===== src/rtl/pp_hazard_unit_if.sv =====
// Hazard-unit bus: ID-stage instruction description and redirect in,
// forwarding selects, stall and flush vector out.
interface pp_hazard_unit_if #(
   parameter int REG_AW       = 5,
   parameter int DEPTH        = 3,
   parameter int REDIRECT_STG = 1
);
   localparam int FWD_W   = $clog2(DEPTH + 1);
   localparam int FLUSH_W = REDIRECT_STG + 2;

   logic              id_valid;
   logic [REG_AW-1:0] id_rs;
   logic [REG_AW-1:0] id_rt;
   logic              id_use_rs;
   logic              id_use_rt;
   logic [REG_AW-1:0] id_rw;
   logic              id_regwr;
   logic              id_load;
   logic              redirect;
   logic [FWD_W-1:0]  fwd_a;
   logic [FWD_W-1:0]  fwd_b;
   logic              stall;
   logic [FLUSH_W-1:0] flush;

   // Pipeline side: describes the ID instruction and consumes the controls.
   modport master (
      output id_valid, id_rs, id_rt, id_use_rs, id_use_rt,
             id_rw, id_regwr, id_load, redirect,
      input  fwd_a, fwd_b, stall, flush
   );

   // Hazard unit side.
   modport slave (
      input  id_valid, id_rs, id_rt, id_use_rs, id_use_rt,
             id_rw, id_regwr, id_load, redirect,
      output fwd_a, fwd_b, stall, flush
   );
endinterface


===== src/rtl/pp_hazard_unit.sv =====
// Hazard controller for the 5-stage MIPS pipe: scoreboard of in-flight
// writers (EX..WR), operand forwarding selects, load-use interlock,
// redirect flush and saturating performance counters.
module pp_hazard_unit #(
   parameter int REG_AW       = 5,
   parameter int DEPTH        = 3,
   parameter int LOAD_STAGE   = 1,
   parameter int REDIRECT_STG = 1,
   parameter int FWD_W        = $clog2(DEPTH + 1),
   parameter int CNT_W        = 16
) (
   input  logic             clk,
   input  logic             rst_n,
   pp_hazard_unit_if.slave  hz,
   output logic [CNT_W-1:0] stall_cnt,
   output logic [CNT_W-1:0] flush_cnt,
   output logic [CNT_W-1:0] retire_cnt
);
   localparam int FLUSH_W = REDIRECT_STG + 2;

   // Scoreboard, index 0 = EX ... DEPTH-1 = WR
   logic              v_reg  [DEPTH];
   logic [REG_AW-1:0] rw_reg [DEPTH];
   logic              wr_reg [DEPTH];
   logic              ld_reg [DEPTH];

   logic [FWD_W-1:0]  sel_a;
   logic [FWD_W-1:0]  sel_b;
   logic              late_a;
   logic              late_b;
   logic              stall_int;

   // Forwarding select: scan oldest to youngest so the youngest matching writer
   // overwrites and wins. late_x marks a load whose data is not yet forwardable.
   always_comb begin
      sel_a  = '0;
      sel_b  = '0;
      late_a = 1'b0;
      late_b = 1'b0;
      for (int k = DEPTH - 1; k >= 0; k--) begin
         if (v_reg[k] && wr_reg[k] && rw_reg[k] == hz.id_rs &&
             hz.id_rs != '0 && hz.id_use_rs) begin
            sel_a  = FWD_W'(k + 1);
            late_a = ld_reg[k] && (k < LOAD_STAGE);
         end
         if (v_reg[k] && wr_reg[k] && rw_reg[k] == hz.id_rt &&
             hz.id_rt != '0 && hz.id_use_rt) begin
            sel_b  = FWD_W'(k + 1);
            late_b = ld_reg[k] && (k < LOAD_STAGE);
         end
      end
   end

   // Redirect overrides the interlock: the stalled instruction is being killed anyway.
   assign stall_int = hz.id_valid && !hz.redirect && (late_a || late_b);
   assign hz.stall  = stall_int;
   assign hz.fwd_a  = sel_a;
   assign hz.fwd_b  = sel_b;
   assign hz.flush  = {FLUSH_W{hz.redirect}};

   // Scoreboard shift: entry 0 takes the ID instruction or a bubble; entries
   // younger than the redirecting stage are killed on a redirect.
   always_ff @(posedge clk or negedge rst_n) begin
      if (!rst_n) begin
         for (int k = 0; k < DEPTH; k++) begin
            v_reg[k]  <= 1'b0;
            rw_reg[k] <= '0;
            wr_reg[k] <= 1'b0;
            ld_reg[k] <= 1'b0;
         end
      end else begin
         if (stall_int || hz.redirect) begin
            v_reg[0]  <= 1'b0;
            rw_reg[0] <= '0;
            wr_reg[0] <= 1'b0;
            ld_reg[0] <= 1'b0;
         end else begin
            v_reg[0]  <= hz.id_valid;
            rw_reg[0] <= hz.id_rw;
            wr_reg[0] <= hz.id_regwr;
            ld_reg[0] <= hz.id_load;
         end
         for (int k = 1; k < DEPTH; k++) begin
            v_reg[k]  <= v_reg[k-1] && !(hz.redirect && (k < REDIRECT_STG));
            rw_reg[k] <= rw_reg[k-1];
            wr_reg[k] <= wr_reg[k-1];
            ld_reg[k] <= ld_reg[k-1];
         end
      end
   end

   // Saturating event counters, updated on the edge closing the qualifying cycle.
   always_ff @(posedge clk or negedge rst_n) begin
      if (!rst_n) begin
         stall_cnt  <= '0;
         flush_cnt  <= '0;
         retire_cnt <= '0;
      end else begin
         if (stall_int && stall_cnt != '1)
            stall_cnt <= stall_cnt + 1'b1;
         if (hz.redirect && flush_cnt != '1)
            flush_cnt <= flush_cnt + 1'b1;
         if (v_reg[DEPTH-1] && retire_cnt != '1)
            retire_cnt <= retire_cnt + 1'b1;
      end
   end
endmodule


===== src/flat_wrapper.sv =====
// flat-port wrapper written by rule: the top's interface ports become plain ports
module pp_hazard_unit_flat 
#(
   parameter int REG_AW       = 5,
   parameter int DEPTH        = 3,
   parameter int LOAD_STAGE   = 1,
   parameter int REDIRECT_STG = 1,
   parameter int FWD_W        = $clog2(DEPTH + 1),
   parameter int CNT_W        = 16
)
  (clk, rst_n, stall_cnt, flush_cnt, retire_cnt, hz_id_valid, hz_id_rs, hz_id_rt, hz_id_use_rs, hz_id_use_rt, hz_id_rw, hz_id_regwr, hz_id_load, hz_redirect, hz_fwd_a, hz_fwd_b, hz_stall, hz_flush);
  pp_hazard_unit_if #(.REG_AW(REG_AW), .DEPTH(DEPTH), .REDIRECT_STG(REDIRECT_STG)) hz_i ();
  input  logic clk;
  input  logic rst_n;
  output logic [CNT_W-1:0] stall_cnt;
  output logic [CNT_W-1:0] flush_cnt;
  output logic [CNT_W-1:0] retire_cnt;
  input wire logic [$bits(hz_i.id_valid)-1:0] hz_id_valid;
  input wire logic [$bits(hz_i.id_rs)-1:0] hz_id_rs;
  input wire logic [$bits(hz_i.id_rt)-1:0] hz_id_rt;
  input wire logic [$bits(hz_i.id_use_rs)-1:0] hz_id_use_rs;
  input wire logic [$bits(hz_i.id_use_rt)-1:0] hz_id_use_rt;
  input wire logic [$bits(hz_i.id_rw)-1:0] hz_id_rw;
  input wire logic [$bits(hz_i.id_regwr)-1:0] hz_id_regwr;
  input wire logic [$bits(hz_i.id_load)-1:0] hz_id_load;
  input wire logic [$bits(hz_i.redirect)-1:0] hz_redirect;
  output wire logic [$bits(hz_i.fwd_a)-1:0] hz_fwd_a;
  output wire logic [$bits(hz_i.fwd_b)-1:0] hz_fwd_b;
  output wire logic [$bits(hz_i.stall)-1:0] hz_stall;
  output wire logic [$bits(hz_i.flush)-1:0] hz_flush;
  assign hz_i.id_valid = hz_id_valid;
  assign hz_i.id_rs = hz_id_rs;
  assign hz_i.id_rt = hz_id_rt;
  assign hz_i.id_use_rs = hz_id_use_rs;
  assign hz_i.id_use_rt = hz_id_use_rt;
  assign hz_i.id_rw = hz_id_rw;
  assign hz_i.id_regwr = hz_id_regwr;
  assign hz_i.id_load = hz_id_load;
  assign hz_i.redirect = hz_redirect;
  assign hz_fwd_a = hz_i.fwd_a;
  assign hz_fwd_b = hz_i.fwd_b;
  assign hz_stall = hz_i.stall;
  assign hz_flush = hz_i.flush;
  pp_hazard_unit #(.REG_AW(REG_AW), .DEPTH(DEPTH), .LOAD_STAGE(LOAD_STAGE), .REDIRECT_STG(REDIRECT_STG), .FWD_W(FWD_W), .CNT_W(CNT_W)) u_core (.clk(clk), .rst_n(rst_n), .hz(hz_i), .stall_cnt(stall_cnt), .flush_cnt(flush_cnt), .retire_cnt(retire_cnt));
endmodule

===== config.mk =====
export PLATFORM = sky130hd
export DESIGN_NAME = pp_hazard_unit_flat
export DESIGN_NICKNAME = d
export VERILOG_FILES = /design/src/rtl/pp_hazard_unit_if.sv /design/src/rtl/pp_hazard_unit.sv /design/src/flat_wrapper.sv
export SDC_FILE = /design/constraint.sdc
export NUM_CORES = 1
export LEC_CHECK = 0
export ABC_AREA = 1
export ABC_CLOCK_PERIOD_IN_PS = 1450
export CORE_MARGIN = 8
export CORE_UTILIZATION = 46
export DETAILED_ROUTE_END_ITERATION = 6
export PLACE_DENSITY = 0.76
export REMOVE_ABC_BUFFERS = 1
export SLEW_MARGIN = 25
export SYNTH_ARGS = -nofsm -noshare
export SYNTH_HDL_FRONTEND = slang
export SYNTH_SLANG_ARGS = --single-unit

===== constraint.sdc =====
create_clock -name clk -period 1.45 [get_ports clk]
set_clock_uncertainty 0.05 [all_clocks]
set_input_delay 0.145 -clock clk [delete_from_list [all_inputs] [get_ports clk]]
set_output_delay 0.145 -clock clk [all_outputs]
set_load 0.005 [all_outputs]

; ---- Yosys cells after proc, flatten, opt, wreduce, memory -nomap -nowiden
; Index checks and enable logic that the tools add are counted.
[op_classes]
addsub = 3
n_eq_ne = 9
mux = 12
reduce_logical = 31
[ops]
columns = cell, n
row1 = $add A16 B1 Y16 const B, 3
row2 = $ne A16 B16 Y1 const B, 3
row3 = $eq A5 B5 Y1, 6
row4 = $logic_and A1 B1 Y1, 26
row5 = $mux W2, 6
row6 = $reduce_bool A5 Y1, 2
row7 = $mux W1, 5
row8 = $mux W5, 1
row9 = $logic_or A1 B1 Y1, 2
row10 = $logic_not A1 Y1, 1
[word_totals]
register_bits = 70
inputBits = 23
out_inout_bits = 56
elab_cells = 68

; ---- Logic depth before layout (Yosys ltp)
[depth]
ltp_word = 9
depth_mapped = 13
ltp_nobuf = 13

; ---- Worst setup path after synthesis
; OpenSTA, ideal clock, no wires.
[synth_path]
path_kind = register to register
startpoint = reg u_core.stall_cnt[0]
endpoint = reg u_core.stall_cnt[2]
setup_ps = 117
t_arrival_ps = 1401
required_ps = 1283
setup_slack_ps = -118
stages_incl_launch_ff = 11
path_buffers = 0
period_less_slack_ps = 1568
path_cell_list = dfrtp_1 -> ha_1 -> nand2_1 -> nor2_1 -> nand3_1 -> nor2_1 -> inv_2 -> nand3_4 -> inv_4 -> nand3b_1 -> nand2_1
[synth_between]
elab_chain_cells = 2
elab_cells_between_ends = 3
cone_classes = add/sub: 1 / eq/ne: 1 / reduce/logical: 1
[synth_rtl]
columns = item, line_no
row1 = from (decl), pp_hazard_unit.sv:15  ; output logic [CNT_W-1:0] stall_cnt,
row2 = from (signal assigned), pp_hazard_unit.sv:100  ; stall_cnt <= stall_cnt + 1'b1;
row3 = "parallel branches: the longest is 2 deep, another holds $add A16 B1 Y16", -
; Parallel ways; which one is timed is not known.
; A chain may end at the register's enable or synchronous reset.

; ---- Worst setup path in the final report
[layout_path]
startpoint = in hz_id_rs[2]
endpoint = out hz_fwd_a[0]
[layout_between]
elab_chain_cells = 7
elab_cells_between_ends = 16
cone_classes = eq/ne: 3 / mux: 3 / reduce/logical: 10
[layout_rtl]
columns = item, line_no
row1 = from (decl), flat_wrapper.sv:19  ; input wire logic [$bits(hz_i.id_rs)-1:0] hz_id_rs;
row2 = $eq A5 B5 Y1, pp_hazard_unit.sv:41  ; if (v_reg[k] && wr_reg[k] && rw_reg[k] == hz.id_rs &&
row3 = $logic_and A1 B1 Y1 (2 in series), pp_hazard_unit.sv:41
row4 = $logic_and A1 B1 Y1, pp_hazard_unit.sv:42  ; hz.id_rs != '0 && hz.id_use_rs) begin
row5 = $mux W2 (2 in series), pp_hazard_unit.sv:41
row6 = $mux W2 (*), pp_hazard_unit.sv:41
row7 = to (decl), flat_wrapper.sv:27  ; output wire logic [$bits(hz_i.fwd_a)-1:0] hz_fwd_a;
; Mark *: on every way between the ends. The rest lies on a longest branch, timed or not.

==> run summary <==
met2 routed WL -> 6.40 mm
Final Cycle Share -> 129%
metal1 wirelength -> 5.03 mm
CP required -> 1.25 ns
Syn. warnings -> 0
VDD IR max -> 945 uV
vias in the first global route -> 3,830
sequential area share after synthesis -> 48.0%
clock sinks -> 70
RD Place Congestion -> 0.882
largest fanout on the critical path -> 4
Antenna Violating Nets Remaining -> 0
register area -> 1750 um^2
initial core utilization -> 47.4%
number of synthesized register bits -> 70
share of layout cells above drive strength 1 -> 41.0%
Netlist cell types -> 36
Worst Path Arrival -> 1.67 ns
Synth Cell Area -> 3650 um^2
failing checks -> negative setup slack
I/O Buffers -> 78
final setup margin -> -0.414 ns
Layout Area Growth over Synthesis -> 73.7%
CTS root buffer -> clkbuf_8
final hold violation count -> 0
Max Slew Vio Count -> 0
pwr dens -> 945 nW/um^2
Die Y -> 105 um
first drt pass iteration count -> 4
WL met3 -> 516 um
most frequent cells in the layout -> buf_4, nand2_1, dfrtp_1, inv_1, dlygate4sd2_1
Multi-input gate area -> 2180 um^2
DIE AREA -> 11,000 um^2
post-DR vias/cell -> 4.93
RSZ-0062 raised after global routing -> yes
Total Power -> 5.99 mW
LEAKAGE -> 3.37 nW
IO Pins -> 79
final setup vio count -> 61
first-pass GRT wire length -> 17.8 mm
pin count of the biggest net entering global routing -> 71
DRT iter0 DRCs -> 105
initial antenna violation count -> 0
drc violations -> 0
Congestion Overflow GR -> 0
slew margin rel. -> 61.1%
Clock transition at path regs -> 0.06 ns
GRT Util Overall -> 19.2%
Largest regs -> u_core.flush_cnt x16, u_core.retire_cnt x16, u_core.stall_cnt x16
Worst-Margin Slew -> 0.577 ns
Highest Clock Rate -> 0.536 GHz
fin area -> 6340 um^2
critical path capture point type -> output pin
Final nets -> 684
ant diodes -> 0
dpl hpwl -> 6.98 mm
placed instance area -> 5110 um^2
max layer used -> met4
Vias -> 3,773
TritonCTS buffer count -> 9
TritonCTS clock tree -> yes
startpoint types -> input port
post-synthesis area per instance -> 8.29 um^2
fin crit period -> 1.86 ns
drt total wl -> 12.3 mm
htree depth -> 3
Post-Synthesis Cells -> 440
kind of critical path -> input port to output pin
commonest non-fill, non-tap cell in the layout -> buf_4
Die W -> 105 um
fillers -> 456
FP Rows -> 32
worst-skew pair later-pin latency -> 0.34 ns
status -> complete, but fails checks
WL per Instance -> 16.0 um
Bufs on Longest Clock Path -> 2
total core area -> 7690 um^2
worst hold path class -> input port to flop
Max Cap Violations -> 0
metal layers:
metal  vias to the layer above  GRT usage [%]
met5                         -              0
met4                         0           5.61
met3                        28           3.99
met2                       125           34.3
met1                      1818           22.7
li1                       1802              -
report_power, final:
| part | total [mW] | switching (mW) | internal [mW] |
|---|---|---|---|
| combinational | 1.98 | 0.856 | 1.12 |
| sequential | 2.37 | 0.226 | 2.14 |
| clock | 1.64 | 0.787 | 0.851 |
final cells by class:
cell class / instances / area share, %
Multi-Input combinational cell: 301 / 34.4
Timing Repair Buffer: 210 / 28.5
Sequential cell: 70 / 27.7
Inverter: 66 / 4.11
Clock buffer: 10 / 2.17
Tap cell: 102 / 2.01
Clock inverter: 6 / 1.09
worst paths after layout:
check	start	endpoint	slack, ns	cells past startpoint
min in group asynchronous	rst_n	u_core.retire_cnt[11]	0.30	3
min reg2reg	u_core.v_reg[1]	u_core.v_reg[0]	0.34	0
min	hz_id_rw[1]	u_core.rw_reg[11]	0.29	3
max in group asynchronous	rst_n	u_core.rw_reg[12]	0.69	3
max reg2reg	u_core.rw_reg[13]	u_core.stall_cnt[4]	-0.37	13
max	hz_id_rs[2]	hz_fwd_a[0]	-0.41	12
metrics by stage:
stage	hold slack (ns)	TNS [ns]	util, %	instances	setup WS (ns)
final	0.286	-11.84	82.4	765	-0.414
after global routing	0.288	-16.84	82.4	765	-0.498
after CTS	0.263	-7.97	77.2	747	-0.403
after global placement	0.148	-17.35	66.5	693	-0.714
after floorplan	-0.201	-1.25	-	437	-0.118
after detailed placement	0.148	-18.26	66.5	693	-0.768
critical path, stage by stage:
cell and delay [ns]:
clkdlybuf4s50_1 0.49, buf_4 0.19, inv_1 0.04, nand2_1 0.05, nand2_1 0.06, nand2_1 0.06
nor2_2 0.13, nand2_2 0.11, buf_6 0.13, buf_6 0.10, nand2_2 0.06, buf_6 0.09
Yosys cell counts:
cell type	instances	area share, %
nand3b_1	4	0.82
nand3b_2	1	0.31
dfrtp_1	70	48
nor4_1	3	0.51
nor3_2	1	0.27
or2_2	1	0.17
nor2_1	58	6.0
xnor2_1	27	6.5
o21ai_1	6	0.82
clkinv_1	1	0.10
nand2_2	6	1.0
ha_1	3	1.0
inv_1	55	5.7
xor2_1	24	5.8
inv_2	9	0.93
nor3_4	1	0.45
a211oi_1	1	0.21
o22ai_1	1	0.17
nor2_4	1	0.31
nor2_2	2	0.34
nand2_1	102	10
a21oi_1	3	0.41
inv_4	1	0.17
nor3_1	12	1.6
nand3_1	22	3.0
nand4_1	10	1.7
nand3_4	1	0.48
o21a_1	1	0.21
buf_4	3	0.62
a21boi_0	1	0.21
nand3_2	1	0.27
or2_0	1	0.17
nand2b_1	1	0.17
o21ai_0	4	0.55
or2_1	1	0.17
nand2_4	1	0.31
cell families (layout without fill, tap and decap cells):
group,Yosys count,in the layout,synth area share [%]
AND/OR/NAND/NOR,230,230,28.6
flip-flops,70,70,48.0
buffers and inverters,69,292,7.48
XOR/XNOR,51,51,12.2
AO/OA/AOI/OAI,17,17,2.57
adder cells (fa/ha/maj),3,3,1.03
repair_timing:
item	in CTS	in global routing
setup endpoints to repair	112	62
pin swaps	49	38
hold buffers	1	0
setup buffers	39	19
gates resized for setup	176	65
cloned	0	0
endpoints found under the hold margin	70	0
Power figures use the tool's default switching activity.
